$ cat src/rtl/plab3_mem_cache_l2_pkg.sv
// Shared encodings for the blocking L2 cache control unit:
// FSM states, memory message types and AMO unit selects.
package plab3_mem_cache_l2_pkg;

  localparam int unsigned NSETS = 8;
  localparam int unsigned NWAYS = 2;
  localparam int unsigned IDX_W = 3;

  typedef enum logic [3:0] {
    ST_IDLE,
    ST_TAG_CHECK,
    ST_EVICT_PREP,
    ST_EVICT_REQ,
    ST_EVICT_WAIT,
    ST_REFILL_REQ,
    ST_REFILL_WAIT,
    ST_REFILL_UPD,
    ST_RD,
    ST_WR,
    ST_AMO_RD,
    ST_AMO_WR,
    ST_RESP
  } state_e;

  localparam logic [2:0] MEM_READ    = 3'd0;
  localparam logic [2:0] MEM_WRITE   = 3'd1;
  localparam logic [2:0] MEM_INIT    = 3'd2;
  localparam logic [2:0] MEM_AMO_ADD = 3'd3;
  localparam logic [2:0] MEM_AMO_AND = 3'd4;
  localparam logic [2:0] MEM_AMO_OR  = 3'd5;

  localparam logic [1:0] AMO_SEL_DATA = 2'd0;
  localparam logic [1:0] AMO_SEL_ADD  = 2'd1;
  localparam logic [1:0] AMO_SEL_AND  = 2'd2;
  localparam logic [1:0] AMO_SEL_OR   = 2'd3;

  function automatic logic type_is_amo(input logic [2:0] t);
    return (t == MEM_AMO_ADD) || (t == MEM_AMO_AND) || (t == MEM_AMO_OR);
  endfunction

  function automatic logic [1:0] amo_sel_of(input logic [2:0] t);
    case (t)
      MEM_AMO_ADD: return AMO_SEL_ADD;
      MEM_AMO_AND: return AMO_SEL_AND;
      MEM_AMO_OR:  return AMO_SEL_OR;
      default:     return AMO_SEL_DATA;
    endcase
  endfunction

endpackage

$ cat src/rtl/plab3_mem_cache_l2_state_bits.sv
// Per-set valid/dirty bits for each way plus one LRU bit per set.
// Asynchronously cleared; updates apply to the set selected by idx_i.
module plab3_mem_cache_l2_state_bits
  import plab3_mem_cache_l2_pkg::*;
(
  input  logic             clk_i,
  input  logic             rst_ni,
  input  logic [IDX_W-1:0] idx_i,
  input  logic [NWAYS-1:0] set_valid_i,
  input  logic [NWAYS-1:0] set_dirty_i,
  input  logic [NWAYS-1:0] clr_dirty_i,
  input  logic             lru_wen_i,
  input  logic             lru_way_i,
  output logic [NWAYS-1:0] valid_o,
  output logic [NWAYS-1:0] dirty_o,
  output logic             lru_o
);

  logic [NSETS-1:0][NWAYS-1:0] valid_q;
  logic [NSETS-1:0][NWAYS-1:0] dirty_q;
  logic [NSETS-1:0]            lru_q;

  always_ff @(posedge clk_i or negedge rst_ni) begin
    if (!rst_ni) begin
      valid_q <= '0;
      dirty_q <= '0;
      lru_q   <= '0;
    end else begin
      valid_q[idx_i] <= valid_q[idx_i] | set_valid_i;
      // set wins over clear when both are requested for a way
      dirty_q[idx_i] <= (dirty_q[idx_i] & ~clr_dirty_i) | set_dirty_i;
      if (lru_wen_i) lru_q[idx_i] <= lru_way_i;
    end
  end

  assign valid_o = valid_q[idx_i];
  assign dirty_o = dirty_q[idx_i];
  assign lru_o   = lru_q[idx_i];

endmodule

$ cat src/rtl/plab3_mem_blocking_cache_l2_ctrl.sv
// Control FSM for the 2-way, 8-set, write-back/write-allocate blocking L2.
// Optional PLAB3_CACHE_L2_PERF_EN adds saturating hit/miss/evict counters.
module plab3_mem_blocking_cache_l2_ctrl
  import plab3_mem_cache_l2_pkg::*;
#(
  parameter int p_idx_shamt    = 0,
  parameter int p_opaque_nbits = 8
) (
  input  logic        clk,
  input  logic        reset,
  input  logic        cachereq_val,
  output logic        cachereq_rdy,
  output logic        cacheresp_val,
  input  logic        cacheresp_rdy,
  output logic        memreq_val,
  input  logic        memreq_rdy,
  input  logic        memresp_val,
  output logic        memresp_rdy,
  output logic [1:0]  amo_sel,
  output logic        cachereq_en,
  output logic        memresp_en,
  output logic        is_refill,
  output logic        tag_array_0_wen,
  output logic        tag_array_0_ren,
  output logic        tag_array_1_wen,
  output logic        tag_array_1_ren,
  output logic        way_sel,
  output logic        data_array_wen,
  output logic        data_array_ren,
  output logic [15:0] data_array_wben,
  output logic        read_data_reg_en,
  output logic        read_tag_reg_en,
  output logic [2:0]  memreq_type,
  output logic [2:0]  cacheresp_type,
  input  logic [2:0]  cachereq_type,
  input  logic [31:0] cachereq_addr,
  input  logic        tag_match_0,
  input  logic        tag_match_1
`ifdef PLAB3_CACHE_L2_PERF_EN
  ,
  output logic [31:0] hit_cnt,
  output logic [31:0] miss_cnt,
  output logic [31:0] evict_cnt
`endif
);

  state_e           state_q, state_d;
  logic             way_q, way_d;
  logic             hit_q, hit_d;
  logic [IDX_W-1:0] idx;
  logic [NWAYS-1:0] valid, dirty, way_vec;
  logic [NWAYS-1:0] tag_wen, tag_ren, set_valid, set_dirty, clr_dirty;
  logic             lru, lru_wen, hit_0, hit_1, tc_hit, victim;
  logic             is_wr, is_amo, data_wen;
  state_e           access_st;
  logic             unused_ok;

  assign idx       = cachereq_addr[4+p_idx_shamt +: IDX_W];
  assign hit_0     = tag_match_0 & valid[0];
  assign hit_1     = tag_match_1 & valid[1];
  assign tc_hit    = hit_0 | hit_1;
  assign victim    = ~valid[0] ? 1'b0 : (~valid[1] ? 1'b1 : lru);
  assign is_wr     = (cachereq_type == MEM_WRITE) || (cachereq_type == MEM_INIT);
  assign is_amo    = type_is_amo(cachereq_type);
  assign way_vec   = way_q ? 2'b10 : 2'b01;
  assign access_st = is_amo ? ST_AMO_RD : (is_wr ? ST_WR : ST_RD);
  assign unused_ok = ^{cachereq_addr, 32'(p_opaque_nbits)};

  plab3_mem_cache_l2_state_bits u_state_bits (
    .clk_i       (clk),
    .rst_ni      (reset),
    .idx_i       (idx),
    .set_valid_i (set_valid),
    .set_dirty_i (set_dirty),
    .clr_dirty_i (clr_dirty),
    .lru_wen_i   (lru_wen),
    .lru_way_i   (~way_q),
    .valid_o     (valid),
    .dirty_o     (dirty),
    .lru_o       (lru)
  );

  always_ff @(posedge clk or negedge reset) begin
    if (!reset) begin
      state_q <= ST_IDLE;
      way_q   <= 1'b0;
      hit_q   <= 1'b0;
    end else begin
      state_q <= state_d;
      way_q   <= way_d;
      hit_q   <= hit_d;
    end
  end

  always_comb begin
    state_d          = state_q;
    way_d            = way_q;
    hit_d            = hit_q;
    cachereq_rdy     = 1'b0;
    cacheresp_val    = 1'b0;
    memreq_val       = 1'b0;
    memresp_rdy      = 1'b0;
    amo_sel          = AMO_SEL_DATA;
    cachereq_en      = 1'b0;
    memresp_en       = 1'b0;
    is_refill        = 1'b0;
    way_sel          = 1'b0;
    data_wen         = 1'b0;
    data_array_ren   = 1'b0;
    read_data_reg_en = 1'b0;
    read_tag_reg_en  = 1'b0;
    memreq_type      = MEM_READ;
    cacheresp_type   = MEM_READ;
    tag_wen          = '0;
    tag_ren          = '0;
    set_valid        = '0;
    set_dirty        = '0;
    clr_dirty        = '0;
    lru_wen          = 1'b0;
    // Outputs are gated while reset is held so IDLE does not advertise rdy.
    if (reset) begin
      unique case (state_q)
        ST_IDLE: begin
          cachereq_rdy = 1'b1;
          cachereq_en  = cachereq_val;
          if (cachereq_val) state_d = ST_TAG_CHECK;
        end
        ST_TAG_CHECK: begin
          tag_ren = '1;
          hit_d   = tc_hit;
          way_d   = tc_hit ? hit_1 : victim;
          if (tc_hit)                          state_d = access_st;
          else if (valid[victim] & dirty[victim]) state_d = ST_EVICT_PREP;
          else if (is_wr)                      state_d = ST_WR;
          else                                 state_d = ST_REFILL_REQ;
        end
        ST_EVICT_PREP: begin
          way_sel          = way_q;
          data_array_ren   = 1'b1;
          tag_ren          = way_vec;
          read_data_reg_en = 1'b1;
          read_tag_reg_en  = 1'b1;
          state_d          = ST_EVICT_REQ;
        end
        ST_EVICT_REQ: begin
          memreq_val  = 1'b1;
          memreq_type = MEM_WRITE;
          if (memreq_rdy) state_d = ST_EVICT_WAIT;
        end
        ST_EVICT_WAIT: begin
          memresp_rdy = 1'b1;
          if (memresp_val) state_d = is_wr ? ST_WR : ST_REFILL_REQ;
        end
        ST_REFILL_REQ: begin
          memreq_val  = 1'b1;
          memreq_type = MEM_READ;
          if (memreq_rdy) state_d = ST_REFILL_WAIT;
        end
        ST_REFILL_WAIT: begin
          memresp_rdy = 1'b1;
          memresp_en  = memresp_val;
          if (memresp_val) state_d = ST_REFILL_UPD;
        end
        ST_REFILL_UPD: begin
          is_refill = 1'b1;
          data_wen  = 1'b1;
          way_sel   = way_q;
          tag_wen   = way_vec;
          set_valid = way_vec;
          clr_dirty = way_vec;
          state_d   = is_amo ? ST_AMO_RD : ST_RD;
        end
        ST_RD: begin
          way_sel          = way_q;
          data_array_ren   = 1'b1;
          read_data_reg_en = 1'b1;
          lru_wen          = 1'b1;
          state_d          = ST_RESP;
        end
        ST_WR: begin
          way_sel   = way_q;
          data_wen  = 1'b1;
          tag_wen   = hit_q ? '0 : way_vec;
          set_valid = way_vec;
          if (cachereq_type == MEM_WRITE) set_dirty = way_vec;
          else                            clr_dirty = way_vec;
          lru_wen   = 1'b1;
          state_d   = ST_RESP;
        end
        ST_AMO_RD: begin
          way_sel          = way_q;
          data_array_ren   = 1'b1;
          read_data_reg_en = 1'b1;
          state_d          = ST_AMO_WR;
        end
        ST_AMO_WR: begin
          way_sel   = way_q;
          data_wen  = 1'b1;
          amo_sel   = amo_sel_of(cachereq_type);
          set_dirty = way_vec;
          lru_wen   = 1'b1;
          state_d   = ST_RESP;
        end
        ST_RESP: begin
          cacheresp_val  = 1'b1;
          cacheresp_type = cachereq_type;
          if (cacheresp_rdy) state_d = ST_IDLE;
        end
        default: state_d = ST_IDLE;
      endcase
    end
  end

  assign tag_array_0_wen = tag_wen[0];
  assign tag_array_1_wen = tag_wen[1];
  assign tag_array_0_ren = tag_ren[0];
  assign tag_array_1_ren = tag_ren[1];
  assign data_array_wen  = data_wen;
  assign data_array_wben = data_wen ? '1 : '0;

`ifdef PLAB3_CACHE_L2_PERF_EN
  logic [31:0] hit_cnt_q, miss_cnt_q, evict_cnt_q;

  always_ff @(posedge clk or negedge reset) begin
    if (!reset) begin
      hit_cnt_q   <= '0;
      miss_cnt_q  <= '0;
      evict_cnt_q <= '0;
    end else begin
      if (state_q == ST_TAG_CHECK && tc_hit && hit_cnt_q != '1)
        hit_cnt_q <= hit_cnt_q + 32'd1;
      if (state_q == ST_TAG_CHECK && !tc_hit && miss_cnt_q != '1)
        miss_cnt_q <= miss_cnt_q + 32'd1;
      if (state_q == ST_EVICT_REQ && memreq_rdy && evict_cnt_q != '1)
        evict_cnt_q <= evict_cnt_q + 32'd1;
    end
  end

  assign hit_cnt   = hit_cnt_q;
  assign miss_cnt  = miss_cnt_q;
  assign evict_cnt = evict_cnt_q;
`endif

endmodule

$ cat config.mk
export PLATFORM = sky130hd
export DESIGN_NAME = plab3_mem_blocking_cache_l2_ctrl
export DESIGN_NICKNAME = d
export VERILOG_FILES = /design/src/rtl/plab3_mem_cache_l2_pkg.sv /design/src/rtl/plab3_mem_cache_l2_state_bits.sv /design/src/rtl/plab3_mem_blocking_cache_l2_ctrl.sv
export SDC_FILE = /design/constraint.sdc
export NUM_CORES = 1
export LEC_CHECK = 0
export ABC_AREA = 1
export ABC_CLOCK_PERIOD_IN_PS = 2900
export CAP_MARGIN = 5
export CORE_MARGIN = 2
export CORE_UTILIZATION = 54
export CTS_BUF_LIST = sky130_fd_sc_hd__clkbuf_2 sky130_fd_sc_hd__clkbuf_4 sky130_fd_sc_hd__clkbuf_8
export DETAILED_ROUTE_END_ITERATION = 12
export PLACE_DENSITY = 0.91
export SLEW_MARGIN = 20
export SYNTH_ARGS = -nofsm -noshare
export SYNTH_HDL_FRONTEND = slang
export SYNTH_SLANG_ARGS = --single-unit
$ cat constraint.sdc
create_clock -name clk -period 2.9 [get_ports clk]
set_clock_uncertainty 0.15 [all_clocks]
set_input_delay 0.58 -clock clk [delete_from_list [all_inputs] [get_ports clk]]
set_output_delay 0.58 -clock clk [all_outputs]
set_load 0.02 [all_outputs]
==> reports/summary.txt <==
Met2 WL: 3.66 mm
Setup-failing EPs final: 0
Post-CTS Setup Repair Bufs: 0
Gr usage total: 25.0%
Die area: 0.00619 mm^2
Vias in the first global route: 2898
Global-route wire length before repair: 12.5 mm
Via Count: 2956
Clk root buf: clkbuf_8
Std-Cell Rows: 27
Sequential fraction of the synthesis area: 38.2%
Initial DRC Count: 162
DRT Wirelength: 7.27 mm
Cts bufs inserted: 5
Worst-margin pin slew: 561 ps
Die width: 78.7 um
Layout fillers: 455
Post-Route Utilization: 67.2%
DP Wirelength: 5.50 mm
Io pins: 83
Global placement routability congestion: 0.890
Worst-case clock buffer depth: 2
CP Max Fanout: 5
Port buffer count: 51
Placed cell area: 0.00354 mm^2
Core region area: 0.00544 mm^2
CP endpoint kind: primary output
Met3 wire length: 422 um
M1 wire length: 2.98 mm
Initial cell density of the core: 55.4%
Wire per inst: 12.8 um
Pins over their slew limit: 0
Ys async rst share: 100%
Max Freq: 362 MHz
Clk_lat worst skew: 300 ps
Hold Crit Class: input pin to async pin
Post-route DRC: 0
Final min period: 2760 ps
Largest net degree at the start of global routing: 27
Share of post-route cells with drive strength above 1: 11.9%
Most frequent cells in the layout: nand2_1, inv_1, dfrtp_1, nor2_1, o21ai_0
P&R area growth vs syn: 21.3%
Rel. slew slack: 62.4%
Pleak: 2.12 nW
Nets: 538
DR vias/cell: 5.21
Total of warnings raised by yosys: 0
Power Total: 2.58 mW
Status: finished clean
Clock Sinks: 46
First-pass DRT Iterations: 4
Number of hold violations in the final report: 0
Global route overflow: 0
Maximum Capacitance Violations: 0
# hold bufs at CTS: 0
Syn_area_per_cell: 6.74 um^2
Chip Height: 78.7 um
Post-route ant nets: 0
Sum Neg Setup Slack: 0 ps
Storage element area: 0.00115 mm^2
Max VDD drop: 443 uV
Crit path DAT: 2030 ps
Final instance area: 0.00365 mm^2
Ys flop type: dfrtp_1
Crit path kind: flip-flop to primary output
Reg clk slew, reported paths: 80 ps
Seq cells post-synth: 46
Mapped cell area: 0.00301 mm^2
Distinct cells, synth: 35
DR top layer: met4
N_diodes: 0
RSZ-0062 raised after global routing: yes
Mapped Cells: 447
Htree depth: 2
Post-synth EDFFs: 0
Commonest non-fill, non-tap cell in the layout: nand2_1
PD cells: 705 mW/mm^2
Initial antenna violation count: 0
Critical path launch point type: flip-flop
Final period util: 95.3%
Area of the multi-input gates: 0.00140 mm^2
CTS tree: yes
Required @ worst endpoint: 2170 ps
routing by layer:
metal,GRT usage [%],vias up
met4,10.2,0
li1,-,1470
met3,3.75,20
met5,0,-
met2,45.9,102
met1,29.2,1364
sequential cells by signal, summed over array words and instances (netlist names):
signal,count
way_q,1
hit_q,1
u_state_bits.dirty_q,16
state_q,4
u_state_bits.lru_q,8
u_state_bits.valid_q,16
worst max-delay path: stages (launching register included):
cell and delay (ps):
dfrtp_1 450, inv_2 90, a2111oi_2 400, buf_4 190, clkdlybuf4s50_1 610
where the power goes:
group          internal, mW  switching (mW)  total [mW]
combinational         0.420           0.722        1.14
sequential            0.837           0.122       0.959
clock                 0.276           0.202       0.477
total                  1.53            1.05        2.58
kinds of logic after synthesis:
kind of cell           share of synthesized area, %
AND/OR/NAND/NOR                                31.6
AO/OA/AOI/OAI                                  14.6
other                                         0.124
buffers and inverters                          15.5
flip-flops                                     38.2
cell usage after synthesis (2+ instances only):
library cell | number | share of area [%]
a2111oi_0 | 2 | 0.58
a21oi_1 | 13 | 2.2
a31oi_1 | 8 | 1.7
buf_2 | 4 | 0.66
buf_4 | 20 | 5.0
buf_6 | 2 | 0.75
clkinv_1 | 2 | 0.25
dfrtp_1 | 46 | 38
inv_1 | 56 | 7.0
inv_2 | 10 | 1.2
nand2_1 | 161 | 20
nand2_2 | 8 | 1.7
nand3_1 | 10 | 1.7
nand3_2 | 2 | 0.66
nor2_1 | 37 | 4.6
nor2_2 | 6 | 1.2
nor3_1 | 4 | 0.66
nor4_1 | 2 | 0.42
o21ai_0 | 23 | 3.8
o21ai_1 | 15 | 2.5
o32ai_4 | 2 | 1.8
layout make-up:
type | count | area share (%)
multi-input cells | 304 | 38.3
flip-flops and latches | 46 | 31.5
repair buffers | 69 | 17.5
inverters | 69 | 7.16
well taps | 72 | 2.46
clock buffers | 6 | 2.26
clock inverters | 1 | 0.822
final timing paths:
path | startpoint | endpoint | slack, ps | cells after the start
worst max-delay path | state_q[3]$_DFFE_PN0P_ | data_array_ren | 140 | 4
worst min-delay path | reset | state_q[3]$_DFFE_PN0P_ | 60 | 2
worst max register to register | state_q[3]$_DFFE_PN0P_ | u_state_bits.dirty_q[15]$_DFFE_PN0P_ | 970 | 8
worst min register to register | u_state_bits.valid_q[6]$_DFFE_PN0P_ | u_state_bits.valid_q[6]$_DFFE_PN0P_ | 340 | 2
max in group asynchronous | reset | u_state_bits.lru_q[2]$_DFFE_PN0P_ | 1980 | 3
min in group clk | u_state_bits.valid_q[6]$_DFFE_PN0P_ | u_state_bits.valid_q[6]$_DFFE_PN0P_ | 340 | 2
repair_timing:
action / 4_1_cts / 5_1_grt
resized for setup: 22 / 10
pin swaps: 0 / 0
endpoints found under the setup margin: 21 / 10
metrics by stage:
stage	hold WS [ps]	instances	setup WS, ps
finish	64.9	567	138
global route	74.4	567	-0.0413
CTS	67.5	567	23.2
detailed placement	317	560	-108
global placement	314	560	-68.7
floorplan	134	448	81.0
Note: power is estimated with default switching activity, not from simulation.
